<file path="src/rtl/dmem_arbiter.sv">
// rtl/dmem_arbiter.sv - data memory arbiter between pipeline load/store lane and debug/loader port
// Optional round-robin tie-break enabled by defining DMEM_ARB_RR_EN; fixed pipeline priority otherwise.
module dmem_arbiter #(
  parameter int DMEM_ADDR_WIDTH = 12,
  parameter int DMEM_WORD_WIDTH = 16
) (
  input  logic                       clock,
  input  logic                       reset,
  input  logic                       in_p_req,
  input  logic                       in_p_we,
  input  logic [DMEM_ADDR_WIDTH-1:0] in_p_addr,
  input  logic [DMEM_WORD_WIDTH-1:0] in_p_wdata,
  output logic                       out_p_gnt,
  output logic                       out_p_rvalid,
  output logic [DMEM_WORD_WIDTH-1:0] out_p_rdata,
  output logic                       out_stall,
  input  logic                       in_d_req,
  input  logic                       in_d_we,
  input  logic                       in_d_lock,
  input  logic [DMEM_ADDR_WIDTH-1:0] in_d_addr,
  input  logic [DMEM_WORD_WIDTH-1:0] in_d_wdata,
  output logic                       out_d_gnt,
  output logic                       out_d_rvalid,
  output logic [DMEM_WORD_WIDTH-1:0] out_d_rdata,
  output logic                       out_mem_en,
  output logic                       out_mem_we,
  output logic [DMEM_ADDR_WIDTH-1:0] out_mem_addr,
  output logic [DMEM_WORD_WIDTH-1:0] out_mem_wdata,
  input  logic [DMEM_WORD_WIDTH-1:0] in_mem_rdata
);

  typedef enum logic {IDLE, LOCKED} state_t;

  state_t state_q, state_d;
  logic   last_d_q;
  logic   pend_q;
  logic   owner_d_q;
  logic   d_tie_win;
  logic   p_gnt, d_gnt;

`ifdef DMEM_ARB_RR_EN
  assign d_tie_win = ~last_d_q;
`else
  // Pointer is kept up to date but never consulted under fixed priority.
  assign d_tie_win = last_d_q & 1'b0;
`endif

  always_comb begin
    state_d = state_q;
    p_gnt   = 1'b0;
    d_gnt   = 1'b0;
    case (state_q)
      IDLE: begin
        d_gnt = in_d_req & (~in_p_req | d_tie_win);
        p_gnt = in_p_req & ~d_gnt;
        if (d_gnt && in_d_lock) state_d = LOCKED;
      end
      LOCKED: begin
        // The cycle in which the lock drops is still served as locked.
        d_gnt = in_d_req;
        if (!in_d_lock) state_d = IDLE;
      end
      default: state_d = IDLE;
    endcase
  end

  always_ff @(posedge clock or negedge reset) begin
    if (!reset) begin
      state_q   <= IDLE;
      last_d_q  <= 1'b1;
      pend_q    <= 1'b0;
      owner_d_q <= 1'b0;
    end else begin
      state_q <= state_d;
      if (p_gnt) last_d_q <= 1'b0;
      else if (d_gnt) last_d_q <= 1'b1;
      pend_q <= (p_gnt & ~in_p_we) | (d_gnt & ~in_d_we);
      if (p_gnt || d_gnt) owner_d_q <= d_gnt;
    end
  end

  always_comb begin
    out_mem_en    = 1'b0;
    out_mem_we    = 1'b0;
    out_mem_addr  = '0;
    out_mem_wdata = '0;
    if (d_gnt) begin
      out_mem_en    = 1'b1;
      out_mem_we    = in_d_we;
      out_mem_addr  = in_d_addr;
      out_mem_wdata = in_d_wdata;
    end else if (p_gnt) begin
      out_mem_en    = 1'b1;
      out_mem_we    = in_p_we;
      out_mem_addr  = in_p_addr;
      out_mem_wdata = in_p_wdata;
    end
  end

  assign out_p_gnt    = p_gnt;
  assign out_d_gnt    = d_gnt;
  assign out_stall    = in_p_req & ~p_gnt;
  assign out_p_rvalid = pend_q & ~owner_d_q;
  assign out_d_rvalid = pend_q & owner_d_q;
  assign out_p_rdata  = out_p_rvalid ? in_mem_rdata : '0;
  assign out_d_rdata  = out_d_rvalid ? in_mem_rdata : '0;

endmodule

</file>
<file path="config.mk">
export PLATFORM = sky130hd
export DESIGN_NAME = dmem_arbiter
export DESIGN_NICKNAME = d
export VERILOG_FILES = /design/src/rtl/dmem_arbiter.sv
export SDC_FILE = /design/constraint.sdc
export NUM_CORES = 1
export LEC_CHECK = 0
export ABC_AREA = 1
export ABC_CLOCK_PERIOD_IN_PS = 1950
export BUFFER_PORTS_ARGS = -buffer_cell sky130_fd_sc_hd__clkbuf_2
export CAP_MARGIN = 30
export CORE_ASPECT_RATIO = 1.75
export CORE_MARGIN = 2
export CORE_UTILIZATION = 29
export DETAILED_ROUTE_END_ITERATION = 6
export HOLD_SLACK_MARGIN = 0.05
export PLACE_DENSITY = 0.86
export REMOVE_ABC_BUFFERS = 1
export SLEW_MARGIN = 20
export SYNTH_ARGS = -nofsm -noshare
export SYNTH_HDL_FRONTEND = slang
export SYNTH_SLANG_ARGS = --single-unit
</file>
<file path="constraint.sdc">
create_clock -name clock -period 1.95 [get_ports clock]
set_input_delay 0.195 -clock clock [delete_from_list [all_inputs] [get_ports clock]]
set_output_delay 0.195 -clock clock [all_outputs]
set_load 0.01 [all_outputs]
</file>
After elaboration in Yosys (flattened, before gate mapping)
Index checks and enable logic that the tools add are counted.

cells by class
  muxes and demuxes = 15
  reductions and logical operators = 2
  bitwise logic cells = 15

operators by type and width
  operator                               number
  16-bit two-way mux                     4
  12-bit two-way mux                     2
  1-bit AND                              7
  1-bit two-way mux                      7
  1-bit NOT                              7
  1-bit one-hot mux with 2 select lines  2
  1-bit logical AND                      1
  1-bit logical OR                       1
  1-bit bitwise OR                       1

word-level totals
  input bits = 79
  word-level logic and storage cells = 35
  bits in registers = 3

Depth between registers and ports, before layout
  word-level depth = 7
  mapped depth = 5

Worst setup path after synthesis
No wires, ideal clock.

  path type = reg-to-output
  start = register state_q
  end = output out_mem_addr[4]
  data required time = 1.755 ns
  data arrival time = 0.908 ns
  slack = 0.847 ns
  stages on the path, launching flop included = 5
  path through = dfrtp_1 nor2_4 buf_8 nand2_2 nand2_2

on the way
  longest elaborated chain between the ends = 3

ends and longest elaborated chain
  item                    RTL line  text
  start, declared         34        state_t state_q, state_d;
  start signal, assigned  74        state_q <= state_d;
  1-bit two-way mux       52        case (state_q)
  via out_p_gnt           13        output logic out_p_gnt,
  12-bit two-way mux      92        end else if (p_gnt) begin
  12-bit two-way mux      87        if (d_gnt) begin
  end, declared           27        output logic [DMEM_ADDR_WIDTH-1:0] out_mem_addr,

The timed path passes the listed nets, and every way through them passes these cells.

Worst setup path after layout
  start = register state_q
  end = output out_mem_addr[9]

on the way
  longest elaborated chain between the ends = 3

ends and longest elaborated chain
  item                                                                                RTL line
  1-bit NOT / 1-bit two-way mux (equally long branches)                               n/a
  1-bit one-hot mux with 2 select lines / 12-bit two-way mux (equally long branches)  52, 92
  12-bit two-way mux (*)                                                              87

Every way passes the cells marked *; elsewhere a longest branch is shown, timed or not.

==> impl_metrics.env <==
export IMPL_cts_tree="done"
export IMPL_finalCriticalPeriod_ns=1.69
export IMPL_antenna_found_initial=0
export IMPL_start_util=0.304
export IMPL_synthToLayoutAreaGrowth_pct=90.3
export IMPL_critPathArrivalTime_ns=1.49
export IMPL_cp_end_kind="primary output"
export IMPL_worstSetupPathType="flop to primary output"
export IMPL_synth_seq_cells=3
export IMPL_cts_root_buf="clkbuf_8"
export IMPL_fmax_mhz=593
export IMPL_first_global_vias=1369
export IMPL_rsz0062_at_grt="no"
export IMPL_ys_types=16
export IMPL_gr_usage_all_layers=0.213
export IMPL_routedWlPerCell_um=10.9
export IMPL_final_cell_mix="clkbuf_2 (145), nand2_1 (52), nor2_1 (34), nand3_1 (30), inv_1 (23)"
export IMPL_clk_path_buf_depth=2
export IMPL_drt_wl_total_um=3690
export IMPL_portBuffers=145
export IMPL_p_leak_nw=1.18
export IMPL_worst_r2r_setup_slack_ns=0.75
export IMPL_hpwlAfterDp_um=3180
export IMPL_die_area_sq_um=3310
export IMPL_ant_nets=0
export IMPL_critPathMaxFanout=31
export IMPL_slew_violations=0
export IMPL_rows=25
export IMPL_gp_congestion=0.728
export IMPL_startpoint="state_q$_DFF_PN0_"
export IMPL_coreArea_sq_um=2720
export IMPL_layout_commonest_cell="clkbuf_2"
export IMPL_syn_area_per_cell_sq_um=4.84
export IMPL_fin_cells=339
export IMPL_outcome="complete, no violations"
export IMPL_worstMarginPinSlew_ns=0.609
export IMPL_clk_latency_ns=0.21
export IMPL_placed_cells=334
export IMPL_required_ns=1.75
export IMPL_ys_warn_count=0
export IMPL_worst_slew_margin_rel=0.594
export IMPL_fillCellCount=288
export IMPL_pin_count=146
export IMPL_hold_viol_final=0
export IMPL_ir_drop_uv=187
export IMPL_hold_path_class="primary input to flop"
export IMPL_drive_above_1_share=0.532
export IMPL_grt_max_degree=33
export IMPL_vias=1540
export IMPL_post_route_cell_area_sq_um=1570
export IMPL_fin_crit_sh=0.865
export IMPL_top_layer_used="met3"
export IMPL_die_h_um=74.6
export IMPL_cap_violations=0
export IMPL_die_w_um=44.4
export IMPL_wl_met1_um=1200
export IMPL_setup_viol=0
export IMPL_wl_met2_um=1980
export IMPL_clkTransAtPathRegs_ns=0.03
export IMPL_h_tree_depth=1
export IMPL_cts_buffers=3
export IMPL_post_route_drc_count=0
export IMPL_cp_start_kind="flop"
export IMPL_placed_cell_area_sq_um=1520
export IMPL_clock_skew_ns=0.000298
export IMPL_finalSetupTns_ns=0
export IMPL_rr_endpoint="pend_q$_DFF_PN0_"
export IMPL_crit_end="out_mem_addr[9]"
export IMPL_grt_pass1_wl_um=5480
export IMPL_worstRegToRegCells=4
export IMPL_num_nets_final=392
export IMPL_timing_rr_start="state_q$_DFF_PN0_"
export IMPL_grt_ovfl_total=0
export IMPL_antennaDiodeCount=0
export IMPL_dr_first_iter_drc_count=27
export IMPL_ys_seq_area_frac=0.0908
export IMPL_met3_length_um=518
export IMPL_powerDensity_nw_per_um2=395
export IMPL_viasPerCell=4.54
export IMPL_clock_sinks=3
export IMPL_dr_pass1_iters=4
export IMPL_synth_area_sq_um=827
export IMPL_synth_cells=171
## area by class of cell
type	count	area (sq um)	area share
multi-input cells	132	576	0.366
clock buffers	4	45.0	0.0286
repair buffers	148	751	0.477
well taps	27	33.8	0.0215
inverters	25	93.8	0.0596
flip-flops and latches	3	75.1	0.0477
## synthesized netlist by cell type, drive strengths merged
cell type | count | area [sq um]
a21oi | 1 | 5.00
o21ai | 1 | 5.00
dfrtp | 3 | 75.1
clkbuf | 1 | 3.75
inv | 25 | 93.8
nand2 | 65 | 277
buf | 10 | 78.8
nor2 | 35 | 139
nand3 | 30 | 150
## worst max-delay path: stages, from the launching register on
cell,delay (ns)
dfrtp_1,0.43
inv_2,0.05
nand2_2,0.41
nand3_1,0.17
nand2_2,0.09
clkbuf_2,0.13
## power by group
| part | switching [mW] | internal (mW) |
|---|---|---|
| sequential | 0.00402 | 0.0677 |
| clock | 0.0372 | 0.139 |
| combinational | 0.212 | 0.162 |
## per-layer routing
layer | track usage | vias up
met5 | 0 | -
met4 | 0.0471 | 0
met3 | 0.0743 | 0
met2 | 0.417 | 101
met1 | 0.206 | 649
li1 | - | 790
## cells by family (layout without fill, tap and decap cells)
| family | Yosys count | in the layout | synth area share |
|---|---|---|---|
| DFF | 3 | 3 | 0.0908 |
| and+or+nand+nor | 130 | 130 | 0.684 |
| buffers and inverters | 36 | 177 | 0.213 |
| AOI/OAI and AO/OA | 2 | 2 | 0.0121 |
## stage by stage
stage / setup WS (ns) / utilization / hold slack (ns) / total power [mW]
after global placement: 0.518 / 0.558 / -0.00495 / 0.442
after floorplan: 0.603 / - / -0.101 / 0.243
after detailed placement: 0.476 / 0.558 / -0.00108 / 0.447
after CTS: 0.254 / 0.578 / 0.226 / 0.629
after global routing: 0.107 / 0.578 / 0.232 / 0.672
final: 0.264 / 0.578 / 0.224 / 0.621
## state kept, by name, summed over array words and instances (netlist names)
register	flops
owner_d_q	1
pend_q	1
state_q	1
## worst min-delay path by stage
stage              start  cells past startpoint                     to
2_1_floorplan      reset                      0  owner_d_q$_DFFE_PN0P_
3_3_place_gp       reset                      1  owner_d_q$_DFFE_PN0P_
3_5_place_dp       reset                      1      state_q$_DFF_PN0_
4_1_cts        in_d_lock                      3      state_q$_DFF_PN0_
5_1_grt        in_d_lock                      3      state_q$_DFF_PN0_
6_report       in_d_lock                      3      state_q$_DFF_PN0_
## repair_timing
action                    in CTS  in global routing
setup buffers                  0                  0
hold buffers                   1                  0
hold endpoints to repair       3                  0
gates resized for setup        0                  0
Note: power is estimated with default switching activity, not from simulation.
